--- src/rtl/match_scheduler.sv ---
// match_scheduler: walks every POI placement inside the ROI in raster order, issues offset commands
// to the SAD datapath and keeps the lowest returned score. Optional macro: MATCH_SCHED_EARLY_EXIT_EN.
module match_scheduler #(
  parameter int ROI_DEPTH = 6,
  parameter int ROI_WIDTH = 6,
  parameter int POI_DEPTH = 4,
  parameter int POI_WIDTH = 4,
  parameter int SCORE_W   = 16,
  parameter int MAX_OUT   = 4,
  parameter int OFF_W     = ($clog2((ROI_DEPTH > ROI_WIDTH) ? ROI_DEPTH : ROI_WIDTH) < 1) ? 1 :
                            $clog2((ROI_DEPTH > ROI_WIDTH) ? ROI_DEPTH : ROI_WIDTH)
) (
  input  logic               clk,
  input  logic               reset,
  input  logic               start,
  output logic               busy,
  output logic               done,
  output logic               status,
  output logic               cmd_valid,
  input  logic               cmd_ready,
  output logic [OFF_W-1:0]   cmd_row,
  output logic [OFF_W-1:0]   cmd_col,
  output logic               cmd_last,
  input  logic               rsp_valid,
  input  logic [SCORE_W-1:0] rsp_score,
  output logic [OFF_W-1:0]   best_row,
  output logic [OFF_W-1:0]   best_col,
  output logic [SCORE_W-1:0] best_score
);

  localparam int               CNT_W   = $clog2(MAX_OUT + 1);
  localparam logic [OFF_W-1:0] ROW_MAX = OFF_W'(ROI_DEPTH - POI_DEPTH);
  localparam logic [OFF_W-1:0] COL_MAX = OFF_W'(ROI_WIDTH - POI_WIDTH);
  localparam logic [CNT_W-1:0] OUT_MAX = CNT_W'(MAX_OUT);

  typedef enum logic [1:0] {S_IDLE, S_ISSUE, S_DRAIN, S_DONE} state_t;

  state_t             r_state;
  logic               r_busy;
  logic               r_done;
  logic               r_status;
  logic               r_cmd_valid;
  logic [OFF_W-1:0]   r_cmd_row;
  logic [OFF_W-1:0]   r_cmd_col;
  logic               r_cmd_last;
  logic [OFF_W-1:0]   r_rsp_row;
  logic [OFF_W-1:0]   r_rsp_col;
  logic [CNT_W-1:0]   r_out;
  logic [OFF_W-1:0]   r_best_row;
  logic [OFF_W-1:0]   r_best_col;
  logic [SCORE_W-1:0] r_best_score;

  logic               w_xfer;
  logic               w_rsp_acc;
  logic               w_better;
  logic               w_zero_hit;
  logic               w_stop;
  logic [CNT_W-1:0]   w_out_next;
  logic [OFF_W-1:0]   w_cmd_row_nx;
  logic [OFF_W-1:0]   w_cmd_col_nx;
  logic [OFF_W-1:0]   w_rsp_row_nx;
  logic [OFF_W-1:0]   w_rsp_col_nx;

  function automatic logic is_final(input logic [OFF_W-1:0] row, input logic [OFF_W-1:0] col);
    return (row == ROW_MAX) && (col == COL_MAX);
  endfunction

  // Column runs fastest; wrapping the column carries into the row.
  function automatic logic [2*OFF_W-1:0] raster_next(input logic [OFF_W-1:0] row,
                                                     input logic [OFF_W-1:0] col);
    if (col == COL_MAX) begin
      return {row + OFF_W'(1), {OFF_W{1'b0}}};
    end
    return {row, col + OFF_W'(1)};
  endfunction

  always_comb begin
    w_xfer     = r_cmd_valid & cmd_ready;
    // Responses with nothing outstanding are leftovers from an aborted scan.
    w_rsp_acc  = rsp_valid & ((r_state == S_ISSUE) | (r_state == S_DRAIN)) & (r_out != '0);
    w_better   = w_rsp_acc & (rsp_score < r_best_score);
    w_out_next = r_out + CNT_W'(w_xfer) - CNT_W'(w_rsp_acc);
`ifdef MATCH_SCHED_EARLY_EXIT_EN
    w_zero_hit = w_rsp_acc & (r_state == S_ISSUE) & (rsp_score == '0);
`else
    w_zero_hit = 1'b0;
`endif
    w_stop     = (r_state == S_ISSUE) & ((w_xfer & r_cmd_last) | w_zero_hit);
    {w_cmd_row_nx, w_cmd_col_nx} = raster_next(r_cmd_row, r_cmd_col);
    {w_rsp_row_nx, w_rsp_col_nx} = raster_next(r_rsp_row, r_rsp_col);
  end

  always_ff @(posedge clk or posedge reset) begin
    if (reset) begin
      r_state      <= S_IDLE;
      r_busy       <= 1'b0;
      r_done       <= 1'b0;
      r_status     <= 1'b0;
      r_cmd_valid  <= 1'b0;
      r_cmd_row    <= '0;
      r_cmd_col    <= '0;
      r_cmd_last   <= 1'b0;
      r_rsp_row    <= '0;
      r_rsp_col    <= '0;
      r_out        <= '0;
      r_best_row   <= '0;
      r_best_col   <= '0;
      r_best_score <= '0;
    end else begin
      r_done <= 1'b0;
      r_out  <= w_out_next;

      if (w_rsp_acc) begin
        r_rsp_row <= w_rsp_row_nx;
        r_rsp_col <= w_rsp_col_nx;
      end
      if (w_better) begin
        r_best_score <= rsp_score;
        r_best_row   <= r_rsp_row;
        r_best_col   <= r_rsp_col;
      end

      if (w_xfer && !r_cmd_last) begin
        r_cmd_row  <= w_cmd_row_nx;
        r_cmd_col  <= w_cmd_col_nx;
        r_cmd_last <= is_final(w_cmd_row_nx, w_cmd_col_nx);
      end

      case (r_state)
        S_IDLE: begin
          if (start) begin
            r_state      <= S_ISSUE;
            r_busy       <= 1'b1;
            r_status     <= 1'b0;
            r_cmd_valid  <= 1'b1;
            r_cmd_row    <= '0;
            r_cmd_col    <= '0;
            r_cmd_last   <= is_final('0, '0);
            r_rsp_row    <= '0;
            r_rsp_col    <= '0;
            r_out        <= '0;
            r_best_row   <= '0;
            r_best_col   <= '0;
            r_best_score <= '1;
          end
        end
        S_ISSUE: begin
          if (w_stop) begin
            r_cmd_valid <= 1'b0;
            r_cmd_last  <= 1'b0;
            if (w_out_next == '0) begin
              r_state  <= S_DONE;
              r_busy   <= 1'b0;
              r_done   <= 1'b1;
              r_status <= 1'b1;
            end else begin
              r_state <= S_DRAIN;
            end
          end else begin
            r_cmd_valid <= (w_out_next < OUT_MAX);
          end
        end
        S_DRAIN: begin
          if (w_out_next == '0) begin
            r_state  <= S_DONE;
            r_busy   <= 1'b0;
            r_done   <= 1'b1;
            r_status <= 1'b1;
          end
        end
        S_DONE: begin
          r_state <= S_IDLE;
        end
        default: begin
          r_state <= S_IDLE;
        end
      endcase
    end
  end

  assign busy       = r_busy;
  assign done       = r_done;
  assign status     = r_status;
  assign cmd_valid  = r_cmd_valid;
  assign cmd_row    = r_cmd_row;
  assign cmd_col    = r_cmd_col;
  assign cmd_last   = r_cmd_last;
  assign best_row   = r_best_row;
  assign best_col   = r_best_col;
  assign best_score = r_best_score;

endmodule

--- config.mk ---
export PLATFORM = sky130hd
export DESIGN_NAME = match_scheduler
export DESIGN_NICKNAME = d
export VERILOG_FILES = /design/src/rtl/match_scheduler.sv
export SDC_FILE = /design/constraint.sdc
export NUM_CORES = 1
export LEC_CHECK = 0
export BUFFER_PORTS_ARGS = -buffer_cell sky130_fd_sc_hd__buf_2
export CAP_MARGIN = 5
export CELL_PAD_IN_SITES_DETAIL_PLACEMENT = 1
export CELL_PAD_IN_SITES_GLOBAL_PLACEMENT = 1
export CORE_ASPECT_RATIO = 0.5
export CORE_MARGIN = 2
export CORE_UTILIZATION = 45
export DETAILED_ROUTE_END_ITERATION = 8
export MAX_ROUTING_LAYER = met4
export PLACE_DENSITY_LB_ADDON = 0.1
export SLEW_MARGIN = 10
export SYNTH_ARGS = -nofsm -noshare
export SYNTH_HDL_FRONTEND = slang
export SYNTH_SLANG_ARGS = --single-unit
--- constraint.sdc ---
create_clock -name clk -period 5.3 [get_ports clk]
set_input_delay 0.795 -clock clk [delete_from_list [all_inputs] [get_ports clk]]
set_output_delay 0.795 -clock clk [all_outputs]
set_load 0.02 [all_outputs]
Yosys cells after proc, flatten, opt, wreduce, memory -nomap -nowiden
Index checks and enable logic that the tools add are counted.
Widths: inputs -> output; s select.
- eq/ne operators: 10
- $lt $le $gt $ge: 2
- $add $sub $neg: 6
- bitwise gates (word level): 7
- multiplexer cells: 51
- reductions and logical operators: 11
- operators with widths (kind ; number):
    $mux 3 ; 20
    $mux 16 ; 3
    $mux 6 ; 4
    $lt 16x16->1 ; 1
    $mux 1 ; 15
    $add 3x1->3 const B ; 4
    $eq 3x2->1 const B ; 4
    $pmux 2 s4 ; 1
    $and 1x1->1 ; 6
    $mux 2 ; 3
    $pmux 1 s2 ; 3
    $pmux 1 s3 ; 2
    $reduce_and 3->1 ; 2
    $reduce_bool 3->1 ; 2
    $eq 2x2->1 const B ; 2
    $ne 2x2->1 const B ; 2
    $add 3x1->3 ; 1
    $logic_not 3->1 ; 1
    $lt 3x3->1 const B ; 1
    $sub 3x1->3 ; 1
    $eq 2x1->1 const B ; 1
    $logic_and 1x1->1 ; 2
    $logic_not 2->1 ; 1
    $ne 2x1->1 const B ; 1
    other kinds (4) ; 4
- output and inout bits: 33
- flip-flop bits (word level): 44
- logic and storage cells: 101
- bits of input ports: 21

Logic depth before layout (Yosys ltp)
Gate-level depths: netlist (run 1).
- depth after elaboration: 9
- depth in mapped cells: 14
- gate-level depth less buffers: 14

Least setup slack after synthesis (run 1)
No wires, ideal clock.
- kind: register -> register
- start point: register r_state[0]
- end point: register r_busy, in the netlist busy
- cell stages (with the launch flop): 14
- setup slack: 2364 ps
- required time: 5182 ps
- buffers on the path: 0
- clock period less this slack: 2936 ps
- library setup time: 118 ps
- arrival: 2817 ps
- cells stage by stage: dfrtp_1 > inv_1 > ha_1 > o311ai_2 > inv_1 > ha_1 > inv_1 > ha_1 > inv_1 > fa_1 > xnor3_1 > nand3b_1 > or3_1 > a21o_1
- word-level cells in the longest chain between the ends: 9
- elaborated cells between the ends (all ways): 16
- classes of those cells: add/sub (1); eq/ne (4); mux (3); bitwise (4); reduce/logical (4)
- ends and longest elaborated chain (item ; line ; text):
    start, declared ; 38 ; state_t r_state;
    start signal, assigned ; 95 ; r_state <= S_IDLE;
    start signal, assigned ; 132 ; r_state <= S_ISSUE;
    start signal, assigned ; 152 ; r_state <= S_DONE;
    $eq 2x1->1 / $eq 2x2->1 (equally long branches) ; 80, 88, 129 ;
    $or 1x1->1 ; 80 ; w_rsp_acc = rsp_valid & ((r_state == S_ISSUE) | (r_state == S_DRAIN)) & (r_out != '0);
    $and 1x1->1 (2 in a row) ; 80 ;
    $sub 3x1->3 ; 82 ; w_out_next = r_out + CNT_W'(w_xfer) - CNT_W'(w_rsp_acc);
    $logic_not 3->1 ; 151, 164 ;
    $mux 1 (2 in a row) ; n/a ;
    $pmux 1 s3 ; 129 ; case (r_state)
    end signal, assigned ; 133 ; r_busy <= 1'b1;
    end signal, assigned ; 153 ; r_busy <= 1'b0;
    end signal, assigned ; 166 ; r_busy <= 1'b0;
    end, declared ; 39 ; logic r_busy;
Several ways; a longest one is shown, not always the timed one. The select of a mux whose other input is x is not followed.
A chain may end at the register's enable or synchronous reset.

Worst setup path in the final report (run 1)
- start point: register r_state[0]
- end point: register r_state[0]
- word-level cells in the longest chain between the ends: 9
- elaborated cells between the ends (all ways): 17
- classes of those cells: add/sub (1); eq/ne (6); mux (3); bitwise (4); reduce/logical (3)
- ends and longest elaborated chain (item ; line ; text):
    $eq 2x1->1 / $eq 2x2->1 (equally long branches) ; 80, 88, 129 ;
    $or 1x1->1 ; 80 ;
    $and 1x1->1 (2 in a row) ; 80 ;
    $sub 3x1->3 ; 82 ;
    $logic_not 3->1 ; 151, 164 ;
    $mux 1 ; 151 ; if (w_out_next == '0) begin
    $mux 2 ; 148 ; if (w_stop) begin
    $pmux 2 s4 ; 129 ;
Several ways; a longest one is shown, not always the timed one. The select of a mux whose other input is x is not followed.

==> results of run 1 <==
[state kept, by name (all words and copies together), names as in the netlist]
register    flops
done            1
best_row        3
r_rsp_row       3
cmd_col         3
r_out           3
best_score     16
busy            1
r_rsp_col       3
best_col        3
cmd_valid       1
status          1
cmd_last        1
r_state         2
cmd_row         3
[cell families (layout without fill, tap and decap cells)]
family,after synthesis,count (layout),share of synthesized area [%]
compound gates,77,77,18.9
mux,1,1,0.386
buf+inv,39,88,6.71
flops,44,44,42.5
simple gates,76,76,16.5
xor+xnor,8,8,3.23
fa+ha+maj,24,24,11.9
[cells in the mapped netlist (2+ instances only)]
cell,number
nor3b_1,3
o21ai_0,8
o21ai_1,15
ha_1,23
nand4_1,7
nand2b_1,5
xnor2_1,3
clkbuf_1,7
buf_6,2
buf_4,2
and3_1,2
dfrtp_1,44
xor2_1,4
a31oi_1,17
o21a_1,3
nor4b_1,2
o31ai_1,6
nor4_1,16
nor2_1,14
and4_1,2
nand2_1,9
nor3_1,4
and2_1,3
inv_1,24
buf_2,4
nand3_1,4
a21oi_1,18
[layout by cell type, fill, tap and decap left out, types with 2 or more instances in the layout]
master      instances
a31oi_1            17
nand2b_1            5
clkbuf_16           5
nand2_1             9
clkinvlp_4          2
nand3_1             4
and3_1              2
inv_1              23
and2_1              3
and4_1              2
buf_4               3
a21oi_1            18
nor3_1              4
o21a_1              3
nor2_1             14
dfrtp_1            44
nand4_1             7
xnor2_1             3
xor2_1              4
buf_2              53
ha_1               23
o31ai_1             6
nor4_1             16
o21ai_1            15
o21ai_0             7
nor3b_1             3
nor4b_1             2
[per-layer routing]
layer	wire [um]	up-vias
met1	3230	1143
met2	3440	36
met4	55	0
met5	0	-
met3	220	5
li1	-	1086
[worst max-delay path, stage by stage, from the launching register on]
cell and delay (ns):
dfrtp_1 0.38, inv_1 0.10, ha_1 0.36, o311ai_2 0.18, inv_1 0.18, ha_1 0.33
inv_1 0.06, ha_1 0.13, inv_1 0.05, fa_1 0.37, xnor3_1 0.25, nand3b_1 0.15
a21oi_1 0.29, nor4b_1 0.29, a21oi_1 0.07
[report_power, final]
group / internal [mW] / switching, mW / leakage (nW) / total [mW]
clock: 0.188 / 0.139 / 0.0691 / 0.327
sequential: 0.461 / 0.107 / 0.526 / 0.567
combinational: 0.344 / 0.567 / 0.894 / 0.911
[final cells by class]
| type | count | area (um2) | area share [%] |
|---|---|---|---|
| clock buffer | 6 | 139 | 4.56 |
| clock inverter | 2 | 15.0 | 0.493 |
| inverter | 24 | 90.1 | 2.96 |
| multi-input combinational | 186 | 1320 | 43.4 |
| sequential | 44 | 1100 | 36.1 |
| tap | 73 | 91.3 | 3.00 |
| timing repair buffer | 56 | 288 | 9.45 |
[how the worst max path moves through the flow]
| stage | start | end |
|---|---|---|
| after floorplan | r_state[0]$_DFFE_PP0P_ | busy$_DFFE_PP0P_ |
| after global placement | rsp_valid | busy$_DFFE_PP0P_ |
| after detailed placement | rsp_valid | r_state[0]$_DFFE_PP0P_ |
| after CTS | r_state[0]$_DFFE_PP0P_ | r_state[0]$_DFFE_PP0P_ |
| after global routing | r_state[0]$_DFFE_PP0P_ | r_state[0]$_DFFE_PP0P_ |
| final | r_state[0]$_DFFE_PP0P_ | r_state[0]$_DFFE_PP0P_ |
==> qor.yml, run 1 <==
cts_buffer_depth: 2
ys.flop_type: "dfrtp_1"
coreArea_um2: 5520
status: "completed"
crit_path_start_kind: "flip-flop"
powerDensity_nw_per_um2: 592
drive_gt1_share_pct: 22.3
ir_drop_mv: 0.257
synth_edf_count: 0
fin_util_pct: 55.2
clkLatencyLatePin_ns: 0.29
slew_violations: 0
hold_ws_ns: 0.479
fillers: 647
yosysWarnings: 0
async_flop_share_pct: 100
placed_area_um2: 2890
dr.pass1.iters: 4
rsz0062_at_grt: "false"
portBuffers: 53
antenna_left: 0
timing.final.crit_period_ns: 3.33
synth-seq-cells: 44
vias: 2270
grt_util_met3_pct: 5.23
grt_max_degree: 45
hold_start: "busy$_DFFE_PP0P_"
cts-root-buf: "clkbuf_16"
grt-ovfl-total: 0
cts_setup_buffers: 0
grt_pass1_wl_um: 11800
syn_nets: 314
place.gp.congestion: 0.781
worstMarginPinSlew_ns: 0.987
yosysSeqAreaShare_pct: 42.5
crit_fanout: 5
fin_crit_sh_pct: 62.8
die_y_um: 57.7
setup_violations: 0
cts_tree: "yes"
initial_core_util_pct: 47.0
die_area_um2: 6420
worstSetupPathType: "reg -> reg"
synth_area_um2: 2590
die_w_um: 111
finalNetCount: 362
arrival_ns: 3.49
cts_resized: 0
crit_required_ns: 5.47
grt_pass1_vias: 2464
h-tree-depth: 2
drt_iter0_markers: 65
worstHoldEndpoint: "busy$_DFFE_PP0P_"
hpwl_um: 4770
area_growth_pct: 17.5
critPathCaptureType: "flip-flop"
pre_cts_ws_ns: 1.93
instances_no_fill: 391
power_mw: 1.80
timing.max_cap.violations: 0
slew_headroom_pct: 34.2
hold_path_depth: 1
viasPerCell: 5.81
synth_area_per_cell_um2: 9.64
cts_buffers: 5
r2r.worst_path.cells: 14
syn_inst: 269
final.setup.tns_ns: 0
antenna_cells: 0
top_usage_layer: "met2"
crit-reg2reg-capture: "r_state[0]$_DFFE_PP0P_"
ctsHoldBuffers: 0
setup_ws_ns: 1.97
hold_path.class: "reg -> reg"
yosysTopAreaCell: "dfrtp_1"
synth_cell_types: 45
r2r_slack_ns: 1.97
grt_use_met2_pct: 42.1
wl_per_cell_um: 17.8
postRouteWirelength_um: 6940
placed_cells: 383
report.final.hold_viol_count: 0
p_leak_nw: 1.49
rows: 19
io-pin-count: 54
r2r-start: "r_state[0]$_DFFE_PP0P_"
grt_use_met1_pct: 29.0
fin_area_um2: 3050
drc: 0
synthTopCellsByArea: "dfrtp_1, ha_1, a31oi_1, nor4_1, a21oi_1"
cts.sink_count: 44
fmax_mhz: 301
skew_ns: 0.00476
grt_usage_pct: 23.9
antenna_found_initial: 0
cts.reportedPaths.clkPinSlew_ns: 0.07
netlist.area_leader.share_pct: 42.5
Power figures use the tool's default switching activity.
==> run 2: changes to the inputs <==
--- a/config.mk
+++ b/config.mk
@@ -11,7 +11,7 @@
 export CELL_PAD_IN_SITES_GLOBAL_PLACEMENT = 1
 export CORE_ASPECT_RATIO = 0.5
 export CORE_MARGIN = 2
-export CORE_UTILIZATION = 45
+export CORE_UTILIZATION = 38
 export DETAILED_ROUTE_END_ITERATION = 8
 export MAX_ROUTING_LAYER = met4
 export PLACE_DENSITY_LB_ADDON = 0.1
==> constraint.sdc (replaced) <==
create_clock -name clk -period 2.8 [get_ports clk]
set_input_delay 0.42 -clock clk [delete_from_list [all_inputs] [get_ports clk]]
set_output_delay 0.42 -clock clk [all_outputs]
set_load 0.02 [all_outputs]
==> qor.yml, run 2 (synthesis results as in run 1) <==
vias: 2370  # +4.4%
die_y_um: 62.4  # +8.2%
seqPwrFrac_pct: 27.5  # -3.9 points
dr.pass1.iters: 4  # unchanged
largest_reg_flops: 16  # unchanged
portBuffers: 53  # unchanged
powerDensity_nw_per_um2: 1190  # +100%
grt_pass1_wl_um: 12000  # +1.2%
antenna_found_initial: 0  # unchanged
switchingPower_mw: 1.71  # +110%
arrival_ns: 3.02  # -0.47 ns
drive_gt1_share_pct: 30.8  # +8.5 points
timing.final.crit_period_ns: 2.85  # -0.481 ns
cp_top_family: "adder cells"
slew_violations: 0  # unchanged
finalNetCount: 385  # +6.4%
hold_ws_ns: 0.272  # -0.207 ns
crit_path_start_kind: "flip-flop"
instances_no_fill: 433  # +11%
slew_headroom_pct: 39.9  # +5.8 points
ir_drop_mv: 0.590  # +130%
grt-ovfl-total: 0  # unchanged
placed_cells: 410  # +7.0%
antenna_cells: 0  # unchanged
pre_cts_ws_ns: -0.219  # -2.15 ns
place.gp.congestion: 0.732  # -6.3%
r2r.worst_path.cells: 14  # unchanged
path_buf_inv: 4  # unchanged
crit_path_max_incr_delay_ns: 0.36  # -0.02 ns
status: "finished, violations left"
grt_usage_pct: 20.9  # -3.0 points
worstSetupPathType: "reg -> reg"
worstMarginPinSlew_ns: 0.901  # -0.0862 ns
ctsHoldBuffers: 0  # unchanged
final_cell_mix: "buf_2, dfrtp_1, buf_4, ha_1, inv_1"
comb_power_share_pct: 56.7  # +6.2 points
fmax_mhz: 351  # +17%
p_int_mw: 2.23  # +130%
io-pin-count: 54  # unchanged
power_mw: 3.95  # +120%
setup_violations: 1  # +1
h-tree-depth: 2  # unchanged
failed_checks: "negative setup slack"
grt_max_degree: 45  # unchanged
setup_ws_ns: -0.0457  # -2.02 ns
critPathSlowestCell: "dfrtp_1"
rsz0062_at_grt: "true"
path_depth: 14  # unchanged
cp_common_cell: "inv_2"
crit_fanout: 4  # -1
sw_frac_of_total_pct: 43.4  # -1.6 points
final_common_cell: "buf_2"
fillers: 770  # +19%
fin_crit_sh_pct: 102  # +39 points
initial_core_util_pct: 39.0  # -8.0 points
cts-root-buf: "clkbuf_16"
drt_iter0_markers: 69  # +6.2%
cts_tree: "yes"
postRouteWirelength_um: 7410  # +6.7%
critPathCaptureType: "flip-flop"
cts_buffer_depth: 2  # unchanged
report.final.hold_viol_count: 0  # unchanged
p_clk_share_pct: 15.8  # -2.3 points
seqCellArea_um2: 1100  # unchanged
antenna_left: 0  # unchanged
cts_buffers: 5  # unchanged
p_leak_nw: 1.60  # +7.4%
wl_per_cell_um: 17.1  # -3.7%
grt_pass1_vias: 2448  # -0.65%
skew_ns: 0.00758  # +0.00282 ns
multiInputGateArea_um2: 1390  # +5.2%
drc: 0  # unchanged
clkLatencyLatePin_ns: 0.30  # about the same
timing.max_cap.violations: 0  # unchanged
die_w_um: 121  # +8.5%
die_area_um2: 7540  # +17%
crit_required_ns: 2.97  # -2.50 ns
area_growth_pct: 27.7
hold_path.class: "in -> async"
viasPerCell: 5.47  # -5.7%
cts.sink_count: 44  # unchanged
cts.reportedPaths.clkPinSlew_ns: 0.07  # about the same
crit_path_cell_trace: "inv_2 > ha_4 > o311ai_4 > inv_2 > ha_4 > inv_2 > ha_4 > inv_2 > fa_2 > xnor3_1 > nand3b_1 > a21oi_2 > nor4b_4 > a21oi_2"
rows: 21  # +2
hpwl_um: 4880  # +2.4%
coreArea_um2: 6650  # +21%
fin_util_pct: 49.8  # -5.4 points
## run 2: changes by cell type in the layout (fill, tap and decap cells not counted), sizes merged
cell | previous run | this run
buf | 56 | 79
## run 2: area by class of cell
type	count	area share (%)
clock inverters	2	0.453
inverters	24	2.72
clock buffers	6	4.19
multi-input cells	186	42.0
well taps	92	3.48
repair buffers	79	13.9
flip-flops and latches	44	33.2
## run 2: stage by stage
stage,area (um2),TNS (ns)
2_1_floorplan,2620,0
3_3_place_gp,3000,0
3_5_place_dp,3000,-0.401
4_1_cts,3250,0
5_1_grt,3310,-0.380
6_report,3310,-0.0457
## run 2: worst paths after layout
check / start / to / slack, ns
min in group clk: rsp_score[1] / best_score[1]$_DFF_PP0_ / 0.42
max in group asynchronous: reset / best_score[2]$_DFF_PP0_ / 2.13
min: reset / best_score[14]$_DFF_PP0_ / 0.27
max reg2reg: r_state[0]$_DFFE_PP0P_ / r_state[0]$_DFFE_PP0P_ / -0.05
min reg2reg: busy$_DFFE_PP0P_ / busy$_DFFE_PP0P_ / 0.49
max: r_state[0]$_DFFE_PP0P_ / r_state[0]$_DFFE_PP0P_ / -0.05
## run 2: power groups by stage
| stage | clock network [mW] | logic, mW | registers, mW |
|---|---|---|---|
| final | 0.625 | 2.24 | 1.08 |
| after global routing | 0.667 | 2.49 | 1.12 |
| after CTS | 0.638 | 2.10 | 1.09 |
| after detailed placement | 0 | 1.87 | 1.09 |
| after global placement | 0 | 1.80 | 1.08 |
| after floorplan | 0 | 1.11 | 1.25 |
## run 2: repair_timing
| action | in CTS | in global routing |
|---|---|---|
| setup buffers | 9 | 6 |
| gates cloned | 0 | 0 |
| pin swaps | 6 | 5 |
| resized for setup | 8 | 2 |
| endpoints found under the setup margin | 3 | 4 |
## run 2: worst reg2reg max path, stage by stage, from the launching register on
cell      delay, ns
dfrtp_1        0.36
inv_2          0.06
ha_4           0.28
o311ai_4       0.09
inv_2          0.10
ha_4           0.20
inv_2          0.06
ha_4           0.12
inv_2          0.04
fa_2           0.32
xnor3_1        0.26
nand3b_1       0.19
a21oi_2        0.28
nor4b_4        0.32
a21oi_2        0.05
## run 2: per-layer routing
layer / routed length, um / GRT usage [%] / up-vias
met1: 3540 / 27.4 / 1203
met5: 0 / - / -
met3: 247 / 5.11 / 5
met4: 53 / 5.23 / 0
li1: - / - / 1132
met2: 3570 / 32.7 / 30
